**config.mk**
```make
export PLATFORM = sky130hd
export DESIGN_NAME = div_unit
export DESIGN_NICKNAME = d
export VERILOG_FILES = /design/src/rtl/div_unit_pkg.sv /design/src/rtl/div_unit.sv
export SDC_FILE = /design/constraint.sdc
export NUM_CORES = 1
export LEC_CHECK = 0
export CAP_MARGIN = 40
export CORE_MARGIN = 2
export CORE_UTILIZATION = 42
export CTS_BUF_LIST = sky130_fd_sc_hd__clkbuf_4 sky130_fd_sc_hd__clkbuf_8
export DETAILED_ROUTE_END_ITERATION = 10
export PLACE_DENSITY = 0.72
export SLEW_MARGIN = 20
export SYNTH_ARGS = -nofsm -noshare
export SYNTH_HDL_FRONTEND = slang
export SYNTH_SLANG_ARGS = --single-unit
```
**constraint.sdc**
```tcl
create_clock -name clk -period 3.5 [get_ports clk]
set_input_delay 0.7 -clock clk [delete_from_list [all_inputs] [get_ports clk]]
set_output_delay 0.7 -clock clk [all_outputs]
set_load 0.01 [all_outputs]
```
**src/rtl/div_unit_pkg.sv**
```systemverilog
// div_unit_pkg: shared definitions for the execute-stage divider.
//   - DivFree/DivByZero/DivOn/DivEnd : divider FSM state encodings (2 bits)
//   - DivResultReady/NotReady        : values driven on ready_o
//   - DivStart/DivStop               : values seen on start_i
//   - ZeroWord/DoubleZeroWord        : zero operand / zero result constants
package div_unit_pkg;

  localparam int DivDataW = 32;

  typedef enum logic [1:0] {
    DivFree   = 2'b00,
    DivByZero = 2'b01,
    DivOn     = 2'b10,
    DivEnd    = 2'b11
  } div_state_t;

  localparam logic DivResultReady    = 1'b1;
  localparam logic DivResultNotReady = 1'b0;
  localparam logic DivStart          = 1'b1;
  localparam logic DivStop           = 1'b0;

  localparam logic [DivDataW-1:0]   ZeroWord       = 32'h0000_0000;
  localparam logic [2*DivDataW-1:0] DoubleZeroWord = 64'h0000_0000_0000_0000;

endpackage

```
**src/rtl/div_unit.sv**
```systemverilog
// div_unit: iterative radix-2 restoring divider for DIV/DIVU.
// One quotient bit is produced per clock; the result is held until EX drops
// start_i.
// Ports:
//   clk, rst      clock, synchronous active-high reset
//   signed_div_i  1 = signed DIV, 0 = unsigned DIVU (sampled with start_i)
//   opdata1_i     dividend
//   opdata2_i     divisor
//   start_i       request, held high until the result is consumed
//   annul_i       cancel an in-flight division
//   result_o      {remainder, quotient}
//   ready_o       result valid
module div_unit
  import div_unit_pkg::*;
#(
  parameter int DATA_W = DivDataW
) (
  input  logic                clk,
  input  logic                rst,
  input  logic                signed_div_i,
  input  logic [DATA_W-1:0]   opdata1_i,
  input  logic [DATA_W-1:0]   opdata2_i,
  input  logic                start_i,
  input  logic                annul_i,
  output logic [2*DATA_W-1:0] result_o,
  output logic                ready_o
);

  localparam int RES_W  = 2 * DATA_W;
  localparam int WORK_W = 2 * DATA_W + 1;
  localparam int CNT_W  = $clog2(DATA_W + 1);

  localparam logic [DATA_W-1:0] OneWord  = {{(DATA_W-1){1'b0}}, 1'b1};
  localparam logic [CNT_W-1:0]  CntOne   = {{(CNT_W-1){1'b0}}, 1'b1};
  localparam logic [CNT_W-1:0]  CntZero  = {CNT_W{1'b0}};
  localparam logic [CNT_W-1:0]  CntLast  = CNT_W'(DATA_W);

  // Two's-complement negate, used for magnitudes and for sign correction.
  function automatic logic [DATA_W-1:0] twos_neg(input logic [DATA_W-1:0] v);
    return ~v + OneWord;
  endfunction

  div_state_t          state_r, state_s;
  logic [CNT_W-1:0]    cnt_r, cnt_s;
  // {partial remainder (DATA_W+1 bits), dividend / quotient (DATA_W bits)}
  logic [WORK_W-1:0]   work_r, work_s;
  logic [DATA_W-1:0]   divisor_r, divisor_s;
  logic                qsign_r, qsign_s;
  logic                rsign_r, rsign_s;
  logic [RES_W-1:0]    result_r, result_s;
  logic                ready_r, ready_s;

  logic [WORK_W-1:0]   shifted_s;
  logic [DATA_W:0]     trial_s;
  logic [WORK_W-1:0]   step_s;
  logic                sign1_s, sign2_s;
  logic [DATA_W-1:0]   mag1_s, mag2_s;
  logic [DATA_W-1:0]   quot_s, rem_s;

  // One restoring iteration: shift, trial-subtract, keep or restore.
  always_comb begin
    shifted_s = work_r << 1;
    trial_s   = shifted_s[WORK_W-1:DATA_W] - {1'b0, divisor_r};
    // The shifted remainder is below 2*divisor, so the MSB of the
    // difference is a reliable sign bit.
    if (trial_s[DATA_W] == 1'b0) begin
      step_s = {trial_s, shifted_s[DATA_W-1:1], 1'b1};
    end else begin
      step_s = shifted_s;
    end
  end

  // Operand magnitudes and sign flags for the signed path.
  always_comb begin
    sign1_s = signed_div_i & opdata1_i[DATA_W-1];
    sign2_s = signed_div_i & opdata2_i[DATA_W-1];
    if (sign1_s) begin
      mag1_s = twos_neg(opdata1_i);
    end else begin
      mag1_s = opdata1_i;
    end
    if (sign2_s) begin
      mag2_s = twos_neg(opdata2_i);
    end else begin
      mag2_s = opdata2_i;
    end
  end

  // Sign correction of the finished unsigned quotient and remainder.
  always_comb begin
    if (qsign_r) begin
      quot_s = twos_neg(work_r[DATA_W-1:0]);
    end else begin
      quot_s = work_r[DATA_W-1:0];
    end
    if (rsign_r) begin
      rem_s = twos_neg(work_r[RES_W-1:DATA_W]);
    end else begin
      rem_s = work_r[RES_W-1:DATA_W];
    end
  end

  // Next-state and output logic of the divider FSM.
  always_comb begin
    state_s   = state_r;
    cnt_s     = cnt_r;
    work_s    = work_r;
    divisor_s = divisor_r;
    qsign_s   = qsign_r;
    rsign_s   = rsign_r;
    result_s  = result_r;
    ready_s   = ready_r;
    case (state_r)
      DivFree: begin
        ready_s  = DivResultNotReady;
        result_s = RES_W'(DoubleZeroWord);
        if (start_i == DivStart && !annul_i) begin
          if (opdata2_i == DATA_W'(ZeroWord)) begin
            state_s = DivByZero;
          end else begin
            state_s   = DivOn;
            cnt_s     = CntZero;
            work_s    = {{(DATA_W+1){1'b0}}, mag1_s};
            divisor_s = mag2_s;
            qsign_s   = sign1_s ^ sign2_s;
            rsign_s   = sign1_s;
          end
        end else begin
          state_s = DivFree;
        end
      end
      DivByZero: begin
        state_s  = DivEnd;
        result_s = RES_W'(DoubleZeroWord);
        ready_s  = DivResultReady;
      end
      DivOn: begin
        if (annul_i) begin
          state_s  = DivFree;
          cnt_s    = CntZero;
          ready_s  = DivResultNotReady;
          result_s = RES_W'(DoubleZeroWord);
        end else if (cnt_r != CntLast) begin
          work_s = step_s;
          cnt_s  = cnt_r + CntOne;
        end else begin
          state_s  = DivEnd;
          cnt_s    = CntZero;
          result_s = {rem_s, quot_s};
          ready_s  = DivResultReady;
        end
      end
      DivEnd: begin
        // annul_i is deliberately ignored: the result is already complete.
        if (start_i == DivStop) begin
          state_s  = DivFree;
          ready_s  = DivResultNotReady;
          result_s = RES_W'(DoubleZeroWord);
        end else begin
          state_s = DivEnd;
        end
      end
      default: begin
        state_s  = DivFree;
        cnt_s    = CntZero;
        ready_s  = DivResultNotReady;
        result_s = RES_W'(DoubleZeroWord);
      end
    endcase
  end

  // State and datapath registers with synchronous reset.
  always_ff @(posedge clk) begin
    if (rst) begin
      state_r   <= DivFree;
      cnt_r     <= CntZero;
      work_r    <= {WORK_W{1'b0}};
      divisor_r <= DATA_W'(ZeroWord);
      qsign_r   <= 1'b0;
      rsign_r   <= 1'b0;
      result_r  <= RES_W'(DoubleZeroWord);
      ready_r   <= DivResultNotReady;
    end else begin
      state_r   <= state_s;
      cnt_r     <= cnt_s;
      work_r    <= work_s;
      divisor_r <= divisor_s;
      qsign_r   <= qsign_s;
      rsign_r   <= rsign_s;
      result_r  <= result_s;
      ready_r   <= ready_s;
    end
  end

  assign result_o = result_r;
  assign ready_o  = ready_r;

endmodule

```
==> flow_metrics.env <==
export IMPL_setup_tns_ps=0
export IMPL_insertion_delay_ps=470
export IMPL_final_seq_area_um2=3420
export IMPL_num_rows=59
export IMPL_cts_buffer_depth=2
export IMPL_cts_root_buf="clkbuf_8"
export IMPL_end_kind="register"
export IMPL_clkPwrFrac_pct=34.1
export IMPL_outcome="complete, no violations"
export IMPL_finalCriticalPeriod_ps=3260
export IMPL_critPathLaunch="work_r[38]"
export IMPL_firstDrtPassIters=5
export IMPL_top_layer_used="met4"
export IMPL_fillers=2480
export IMPL_grt_max_degree=141
export IMPL_grt_setup_unrepaired="false"
export IMPL_coreArea_um2=26100
export IMPL_vias_per_cell=5.49
export IMPL_yosysTopAreaCell="dfxtp_1"
export IMPL_tightestPinTransition_ps=721
export IMPL_max_freq_mhz=307
export IMPL_grt_pass1_wl_mm=49.6
export IMPL_die_area_um2=27800
export IMPL_swShare_pct=31.4
export IMPL_holdCritPathClass="reg2reg"
export IMPL_layout_setup_ws_ps=239
export IMPL_skew_ps=24.9
export IMPL_maxSlewViolCount=0
export IMPL_drtIter0Drc=817
export IMPL_hold_start="ready_o"
export IMPL_synth_area_um2=11100
export IMPL_io_pins=134
export IMPL_cts_made_buffers=17
export IMPL_synth_compound_area_share_pct=23.0
export IMPL_antenna_left=0
export IMPL_multi_input_area_um2=7120
export IMPL_final_util_pct=51.8
export IMPL_finalSetupViolCount=0
export IMPL_layout_commonest_cell="nand2_1"
export IMPL_nNetsFinal=1693
export IMPL_syn2layout_area_growth_pct=21.4
export IMPL_clk_pin_slew_ps=100
export IMPL_dp_worst_setup_slack_ps=-48.1
export IMPL_cts_htree_levels=4
export IMPL_start_util_pct=42.7
export IMPL_die_y_um=167
export IMPL_wl_per_cell_um=15.5
export IMPL_slowest_delay_ps=560
export IMPL_ys_seq_area_share_pct=30.8
export IMPL_die_w_um=167
export IMPL_arrival_ps=3610
export IMPL_mostFrequentLayoutCells="174 x nand2_1, 171 x dfxtp_1, 168 x nor2_1"
export IMPL_cts_tree="built"
export IMPL_intPower_mw=3.10
export IMPL_hpwl_mm=22.5
export IMPL_syn_area_per_cell_um2=7.64
export IMPL_synthesis_instances=1456
export IMPL_synth_area_top_cells="dfxtp_1 31%, xnor2_1 7.5%, nand2_1 5.9%, nor2_1 5.7%, a21oi_1 5.4%"
export IMPL_r2r_cells=11
export IMPL_vdd_ir_drop_max_v=0.000183
export IMPL_post_cts_buffers=0
export IMPL_cp_slowest_cell="dfxtp_1"
export IMPL_hold_viol_final=0
export IMPL_synthXorXnorAreaFrac_pct=11.2
export IMPL_place_congestion=0.935
export IMPL_grt_pass1_vias=9779
export IMPL_timing_rr_start="work_r[38]"
export IMPL_synth_fp_nets=1569
export IMPL_wl_met3_mm=1.73
export IMPL_wirelength_mm=29.9
export IMPL_post_route_drc_count=0
export IMPL_max_cap_violations=0
export IMPL_p_switching_mw=1.42
export IMPL_globalRouteTotalUtil_pct=21.3
export IMPL_crit_path_start_kind="register"
export IMPL_wl_met2_mm=12.1
export IMPL_path_common_cell="a21oi_1"
export IMPL_yosysWarningCount=0
export IMPL_p_comb_share_pct=20.1
export IMPL_worstPathCellList="ha_1 -> a21oi_1 -> nand2_1 -> o21ai_1 -> a21oi_1 -> a21oi_1 -> o311a_1 -> xnor2_2 -> buf_12 -> nor3b_1 -> a221o_1"
export IMPL_ys_async_sr_fraction_pct=0
export IMPL_p_leak_nw=5.05
export IMPL_yosys_register_bits=171
export IMPL_clock_sinks=171
export IMPL_cts_resized=0
export IMPL_portBuffers=133
export IMPL_hold_depth=2
export IMPL_min_to="ready_o"
export IMPL_grt_ovfl_total=0
export IMPL_hold_buffers=0
export IMPL_num_vias=10600
export IMPL_rr_endpoint="work_r[43]"
export IMPL_crit_type="reg2reg"
export IMPL_synth_top_family_by_area="compound AO/OA/AOI/OAI gates"
export IMPL_cp_max_fo=39
export IMPL_design_area_um2=13500
export IMPL_dpl_cell_area_um2=13100
export IMPL_synth_simple_area_share_pct=21.7
export IMPL_antenna_found_initial=0
export IMPL_yosysTopAreaCellShare_pct=30.8
export IMPL_yosysUniqueCellTypes=72
export IMPL_drt_met1_wl_mm=15.6
export IMPL_cp_required_ps=3850
export IMPL_drive_gt1_share_pct=7.72
export IMPL_yosys_area_share_adder_pct=5.02
export IMPL_fin_crit_sh_pct=93.2
export IMPL_diodes=0
export IMPL_synth_mux_area_share_pct=2.89
export IMPL_power_share_sequential_pct=45.8
export IMPL_slew_limit_headroom_pct=51.9
export IMPL_powerDensity_nw_per_um2=334
export IMPL_synth_edff_count=0
export IMPL_yosys_most_used_dff="dfxtp_1"
export IMPL_finalPower_mw=4.51
export IMPL_rrSetupSlack_ps=240
==> layer usage <==
layer	track usage, %	vias to the layer above
li1	-	5378
met1	33.4	4847
met2	30.1	318
met3	2.66	33
met4	5.96	0
met5	0	-
==> metrics by stage <==
step,hold slack [ps],instances
after floorplan,446,1456
after global placement,448,1895
after detailed placement,451,1895
after CTS,470,1927
after global routing,489,1928
final,467,1928
==> cell usage after synthesis (all sizes together) (20+ instances only) <==
cell type  count
buf           20
a211oi        32
a21oi        119
mux2i         31
clkbuf        70
nor3          32
nand3         29
a22oi         54
xor2          47
nor2         170
dfxtp        171
xnor2         95
nand2        176
ha            43
inv           58
o21ai        105
==> logic make-up (layout without fill, tap and decap cells) <==
kind of cell / after synthesis / count (layout)
AO/OA/AOI/OAI: 403 / 403
XOR/XNOR: 142 / 142
adder cells (fa/ha/maj): 44 / 44
buffers and inverters: 148 / 285
flip-flops: 171 / 171
multiplexers: 32 / 32
AND/OR/NAND/NOR: 516 / 516
==> flip-flops by register name, summed over array words and instances (netlist names) <==
register	flops
ready_o	1
work_r	64
cnt_r	6
state_r	2
rsign_r	1
divisor_r	32
qsign_r	1
result_o	64
==> worst max path at each step <==
| stage | end | slack, ps | cells after the start |
|---|---|---|---|
| finish | work_r[43] | 240 | 11 |
| global route | work_r[43] | 70 | 11 |
| CTS | work_r[58] | 260 | 12 |
| detailed placement | work_r[5] | -50 | 9 |
| global placement | work_r[29] | -20 | 11 |
| floorplan | work_r[49] | 360 | 14 |
==> final cells by class <==
| type | instances | share of cell area (%) |
|---|---|---|
| inverters | 58 | 1.61 |
| clock inverters | 13 | 1.27 |
| multi-input cells | 1137 | 52.7 |
| well taps | 335 | 3.10 |
| repair buffers | 195 | 14.0 |
| flip-flops and latches | 171 | 25.4 |
| clock buffers | 19 | 1.94 |
==> worst max-delay path, delay by kind of cell, from the launching register on <==
kind                       cells  cell delay (ps)
adders and majority gates      1              370
buffers and inverters          1              270
xor gates and xnor gates       1              150
and+or+nand+nor                2              210
DFF                            1              560
AOI/OAI and AO/OA              6             1570
==> power by group through the flow <==
stage	Combinational, mW	Sequential (mW)	Clock [mW]
2_1_floorplan	0.611	2.08	0
3_3_place_gp	0.873	2.11	0
3_5_place_dp	0.890	2.11	0
4_1_cts	0.893	2.07	1.57
5_1_grt	1.00	2.08	1.64
6_report	0.906	2.07	1.54
Power figures use the tool's default switching activity.
